`src/rtl/trigger_tcm_tx.sv`:
```
// trigger_tcm_tx: captures trigger results into a small FIFO and streams each
// record to the TCM link as a 7-byte frame (header, 5 record bytes, XOR checksum).
`default_nettype none

module trigger_tcm_tx #(
    parameter logic [2:0] CAPTURE_PHASE = 3'd0,
    parameter int         FIFO_DEPTH    = 4,
    parameter logic [7:0] HEADER        = 8'hA5
) (
    input  logic        clk320,
    input  logic        rst,
    input  logic [2:0]  mt_cou,
    input  logic        orbit_sync,
    input  logic        tcm_req,
    input  logic [9:0]  tt,
    input  logic [12:0] ta,
    input  logic [4:0]  trig,
    output logic [7:0]  tx_data,
    output logic        tx_valid,
    output logic        tx_last,
    input  logic        tx_ready,
    output logic        fifo_full,
    output logic [7:0]  ovf_cnt
);

    localparam int          AW     = $clog2(FIFO_DEPTH);
    localparam logic [11:0] BC_MAX = 12'd3563;
    localparam logic [AW:0] DEPTH  = (AW+1)'(FIFO_DEPTH);

    typedef enum logic [1:0] {IDLE, HDR, PAY, CSUM} state_t;

    state_t        state, state_nxt;
    logic [11:0]   bc;
    logic [39:0]   mem [FIFO_DEPTH];
    logic [AW-1:0] wr_ptr, rd_ptr;
    logic [AW:0]   count, count_nxt;
    logic [39:0]   rec;
    logic [2:0]    idx;
    logic          capture, push, pop, drop, empty;

    assign empty   = (count == '0);
    assign capture = (mt_cou == CAPTURE_PHASE) && tcm_req;
    // A full FIFO still accepts a capture when a record leaves on the same edge.
    assign push    = capture && (!fifo_full || pop);
    assign drop    = capture && fifo_full && !pop;

    always_comb begin
        count_nxt = count;
        case ({push, pop})
            2'b10:   count_nxt = count + (AW+1)'(1);
            2'b01:   count_nxt = count - (AW+1)'(1);
            default: count_nxt = count;
        endcase
    end

    always_ff @(posedge clk320) begin
        if (rst) begin
            bc <= '0;
        end else if (mt_cou == 3'd7) begin
            if (orbit_sync || bc == BC_MAX)
                bc <= '0;
            else
                bc <= bc + 12'd1;
        end
    end

    always_ff @(posedge clk320) begin
        if (push)
            mem[wr_ptr] <= {bc, trig, tt, ta};
    end

    always_ff @(posedge clk320) begin
        if (rst) begin
            wr_ptr    <= '0;
            rd_ptr    <= '0;
            count     <= '0;
            fifo_full <= 1'b0;
            ovf_cnt   <= '0;
        end else begin
            if (push)
                wr_ptr <= wr_ptr + AW'(1);
            if (pop)
                rd_ptr <= rd_ptr + AW'(1);
            count     <= count_nxt;
            fifo_full <= (count_nxt == DEPTH);
            if (drop && ovf_cnt != 8'hFF)
                ovf_cnt <= ovf_cnt + 8'd1;
        end
    end

    always_ff @(posedge clk320) begin
        if (rst) begin
            state <= IDLE;
            rec   <= '0;
            idx   <= '0;
        end else begin
            state <= state_nxt;
            if (pop) begin
                rec <= mem[rd_ptr];
                idx <= '0;
            end else if (state == PAY && tx_ready) begin
                idx <= idx + 3'd1;
            end
        end
    end

    always_comb begin
        state_nxt = state;
        pop       = 1'b0;
        tx_valid  = 1'b0;
        tx_last   = 1'b0;
        tx_data   = 8'h00;
        case (state)
            IDLE: begin
                if (!empty) begin
                    pop       = 1'b1;
                    state_nxt = HDR;
                end
            end
            HDR: begin
                tx_valid = 1'b1;
                tx_data  = HEADER;
                if (tx_ready)
                    state_nxt = PAY;
            end
            PAY: begin
                tx_valid = 1'b1;
                case (idx)
                    3'd0:    tx_data = rec[39:32];
                    3'd1:    tx_data = rec[31:24];
                    3'd2:    tx_data = rec[23:16];
                    3'd3:    tx_data = rec[15:8];
                    3'd4:    tx_data = rec[7:0];
                    default: tx_data = 8'h00;
                endcase
                if (tx_ready && idx == 3'd4)
                    state_nxt = CSUM;
            end
            CSUM: begin
                tx_valid = 1'b1;
                tx_last  = 1'b1;
                tx_data  = HEADER ^ rec[39:32] ^ rec[31:24] ^ rec[23:16]
                         ^ rec[15:8] ^ rec[7:0];
                if (tx_ready) begin
                    if (!empty) begin
                        pop       = 1'b1;
                        state_nxt = HDR;
                    end else begin
                        state_nxt = IDLE;
                    end
                end
            end
            default: state_nxt = IDLE;
        endcase
    end

endmodule

`default_nettype wire

```
`config.mk`:
```
export PLATFORM = sky130hd
export DESIGN_NAME = trigger_tcm_tx
export DESIGN_NICKNAME = d
export VERILOG_FILES = /design/src/rtl/trigger_tcm_tx.sv
export SDC_FILE = /design/constraint.sdc
export NUM_CORES = 1
export LEC_CHECK = 0
export ABC_AREA = 0
export BUFFER_PORTS_ARGS = -buffer_cell sky130_fd_sc_hd__buf_4
export CAP_MARGIN = 10
export CORE_MARGIN = 2
export CORE_UTILIZATION = 65
export CTS_CLUSTER_SIZE = 40
export DETAILED_ROUTE_END_ITERATION = 7
export PLACE_DENSITY = 0.88
export SLEW_MARGIN = 0
export SYNTH_ARGS = -nofsm -noshare
export SYNTH_HDL_FRONTEND = slang
export SYNTH_SLANG_ARGS = --single-unit
```
`constraint.sdc`:
```
create_clock -name clk320 -period 5.8 [get_ports clk320]
set_input_delay 0.29 -clock clk320 [delete_from_list [all_inputs] [get_ports clk320]]
set_output_delay 0.29 -clock clk320 [all_outputs]
set_load 0.02 [all_outputs]
```
==> flow_summary.yaml <==
run_status:
  outcome: "completed"
worst_setup_path:
  terminus_of_the_critical_flop_to_flop_path: "fifo_full"
  ff2ff_setup_slack_ns: 2.08
  worst_setup_path_end_kind: "flop"
  worst_setup_path_start_kind: "flop"
  worst-setup-path-type: "reg2reg"
  cp_max_fo: 45
  timing.rr.start: "state[1]"
  cp-startpoint: "state[1]"
  timing.critical_path.required_ns: 6.17
  endpoint: "fifo_full"
  reg2regPathDepth: 12
  cp_data_arrival_time_ns: 4.09
clock_network:
  cts.reportedPaths.clkPinSlew_ns: 0.06
  cts_root_buffer: "sky130_fd_sc_hd__clkbuf_16"
  h-tree-depth: 1
  number_of_clock_sinks: 233
  cts_tree: "yes"
  clock_path_buffers: 3
  cts_inserted_buffers: 24
  post_cts.resized_instances: 0
  clock_latency_ns: 0.53
place:
  port-buffer-count: 54
  dp_slack_ns: 2.20
  gp_congestion: 0.889
  detailed_place_hpwl_mm: 12.4
synth:
  synth_simple_gate_area_share: 0.0841
  synthFlopType: "sky130_fd_sc_hd__edfxtp_1"
  postSynthAreaPerCell_um2: 14.2
  synth.ff_latch_count: 233
  async_reset_ff_frac: 0
  synth.top_cells.by_count: "160 x sky130_fd_sc_hd__edfxtp_1, 93 x sky130_fd_sc_hd__nand2_1, 73 x sky130_fd_sc_hd__dfxtp_1"
  mappedNetlistArea_mm2: 0.00955
  ys_top_cells_by_area: "sky130_fd_sc_hd__edfxtp_1 50%, sky130_fd_sc_hd__dfxtp_1 15%, sky130_fd_sc_hd__mux4_2 9.4%"
  netlist.top_cell.by_area: "sky130_fd_sc_hd__edfxtp_1"
  postSynthNetCount: 728
  synth-edff-count: 160
  synth_fa_ha_area_frac: 0.0244
  synth_compound_gate_area_share: 0.0689
  synthXorXnorAreaFrac: 0.0422
  ys_warn_count: 0
  synth_seq_area_share: 0.656
  synthDistinctLibCells: 48
  post_synthesis_mux_area_share: 0.103
  post_synth_inst_count: 674
  synthDominantCellAreaShare: 0.503
  most_repeated_cell_in_the_gate_level_netlist_after_synthesis: "sky130_fd_sc_hd__edfxtp_1"
  largest_family_of_logic_cells_by_synthesized_area: "multiplexers"
sta:
  tightest_slew_ns: 1.15
  timing.fmax_mhz: 269
  finalSetupTns_ns: 0
  fin_worst_skew_ns: 0.0118
  final_period_minus_worst_setup_slack_ns: 3.72
  period_share: 0.641
  timing.max_slew.rel_slack: 0.230
  finalSetupViolCount: 0
  setup_repair_after_global_routing_missed_its_margin: "no"
  maxSlewViolCount: 0
  hold_viol_final: 0
  final_critical_path_setup_slack_ns: 2.08
drt:
  via_count: 6155
  drt.antenna.violating_nets: 0
  maxUsedRoutingLayer: "met4"
  via_per_inst: 6.47
  post_drt_wl_per_cell_um: 23.2
  wl_met2_mm: 11.2
  drt_iter0_markers: 850
  drt_first_pass_iters: 6
  postRouteWirelength_mm: 22.1
  wirelength_met1_mm: 8.16
  met3WireLength_mm: 1.75
  drt_drc_violations_left: 0
die:
  core_mm2: 0.0144
  die-width_um: 125
  die_height_um: 125
  ioPinCount: 55
  fp.dieArea_mm2: 0.0157
  starting_utilization_of_the_core_area: 0.662
  placementRows: 44
cells_and_area:
  finalCoreUtilization: 0.772
  fin_nets: 803
  areaGrowthSynthToFinish_pct: 16.6
  share_of_cells_above_drive_strength_1: 0.192
run:
  max_cap_viol_count: 0
global_route:
  first_pass_grt_wire_length_mm: 34.7
  grt_start_max_net_pins: 66
  antenna_found_initial: 0
  grt_pass1_vias: 6322
  track_usage: 0.285
  total_congestion_overflow_after_global_routing: 0
hold_path:
  hold_path_class: "in2reg"
power_and_ir_drop:
  ir_worst_vdd_mv: 0.293
  power.density_mw_per_mm2: 414
  total_power_w: 0.00461
  p_leak_nw: 3.68
## flip-flops by register name (all words and copies together) (netlist names)
name	flops
rec	40
idx	3
rd_ptr	2
wr_ptr	2
bc	12
ovf_cnt	8
fifo_full	1
count	3
mem	160
state	2
## worst max-delay path, stage by stage (launching register included)
cell and delay (ns):
sky130_fd_sc_hd__dfxtp_1 0.47, sky130_fd_sc_hd__ha_1 0.36, sky130_fd_sc_hd__a21oi_1 0.18, sky130_fd_sc_hd__or3_1 0.38, sky130_fd_sc_hd__buf_4 0.28, sky130_fd_sc_hd__inv_2 0.62, sky130_fd_sc_hd__ha_1 0.31, sky130_fd_sc_hd__inv_1 0.06
sky130_fd_sc_hd__fa_1 0.37, sky130_fd_sc_hd__xor2_1 0.15, sky130_fd_sc_hd__nor2_1 0.14, sky130_fd_sc_hd__xnor2_1 0.16, sky130_fd_sc_hd__nor3_1 0.08
## worst min path at each step
stage | slack, ns | depth (start not counted) | to | startpoint
3_3_place_gp | 0.47 | 2 | rec[7] | rec[7]
6_report | 0.17 | 4 | bc[2] | mt_cou[0]
4_1_cts | 0.0006 | 1 | mem[1][7] | ta[7]
2_1_floorplan | 0.39 | 0 | mem[0][0] | ta[0]
3_5_place_dp | 0.48 | 2 | rec[26] | rec[26]
5_1_grt | 0.19 | 4 | bc[2] | mt_cou[0]
## power by group
group | switching, W | internal, W
sequential | 0.000155 | 0.00188
combinational | 0.000563 | 0.000460
clock | 0.000653 | 0.000900
## cells by family after synthesis
family          count (synthesis)
buf+inv                        50
flops                         233
xor+xnor                       46
compound gates                106
simple gates                  173
mux                            48
fa+ha+maj                      18
## what timing repair did
| action | CTS | global route |
|---|---|---|
| hold buffers | 27 | 1 |
| buffers inserted | 0 | 0 |
| hold endpoints to repair | 108 | 2 |
## cells in the final DEF (no fill, tap or decap), drive strengths merged, types with 2 or more instances in the layout
master and n:
mux4 40, clkinvlp 3, nand2 93, buf 56, o21bai 3, o21ai 10, clkinv 9, bufinv 3
o31ai 7, a222oi 8, clkbuf 28, a31oi 3, nor2 24, o22ai 4, or4 5, ha 17
or3 4, xnor2 35, nand3 11, and3 2, nor3 9, dlygate4sd3 28, edfxtp 160, and4 2
or4b 2, dfxtp 73, a22o 2, mux2i 5, a21oi 60, and2 5, nand4 7, o221ai 4
nor4bb 2, xor2 11, inv 16, mux2 3, nand2b 5
## final cells by class
class                           count  area, um2
Sequential cell                   233       6270
Timing Repair Buffer               84        701
Tap cell                          184        230
Fill cell                         802       3290
Antenna cell                        1       2.50
Clock buffer                       28        616
Clock inverter                     16        175
Inverter                           15       56.3
Multi-Input combinational cell    391       3090
## through the flow
| stage | instances | instance area (um2) | hold WS, ns |
|---|---|---|---|
| 3_5_place_dp | 879 | 10100 | 0.478 |
| 5_1_grt | 951 | 11100 | 0.188 |
| 4_1_cts | 950 | 11100 | 0.000589 |
| 3_3_place_gp | 879 | 10100 | 0.474 |
| 2_1_floorplan | 674 | 9550 | 0.389 |
| 6_report | 952 | 11100 | 0.170 |
## metal layers
layer | up-vias | global-route usage
li1 | 2691 | -
met1 | 3000 | 0.366
met2 | 380 | 0.484
met3 | 84 | 0.0458
met4 | 0 | 0.125
met5 | - | 0
No activity file was read; power rests on OpenSTA's default activity.
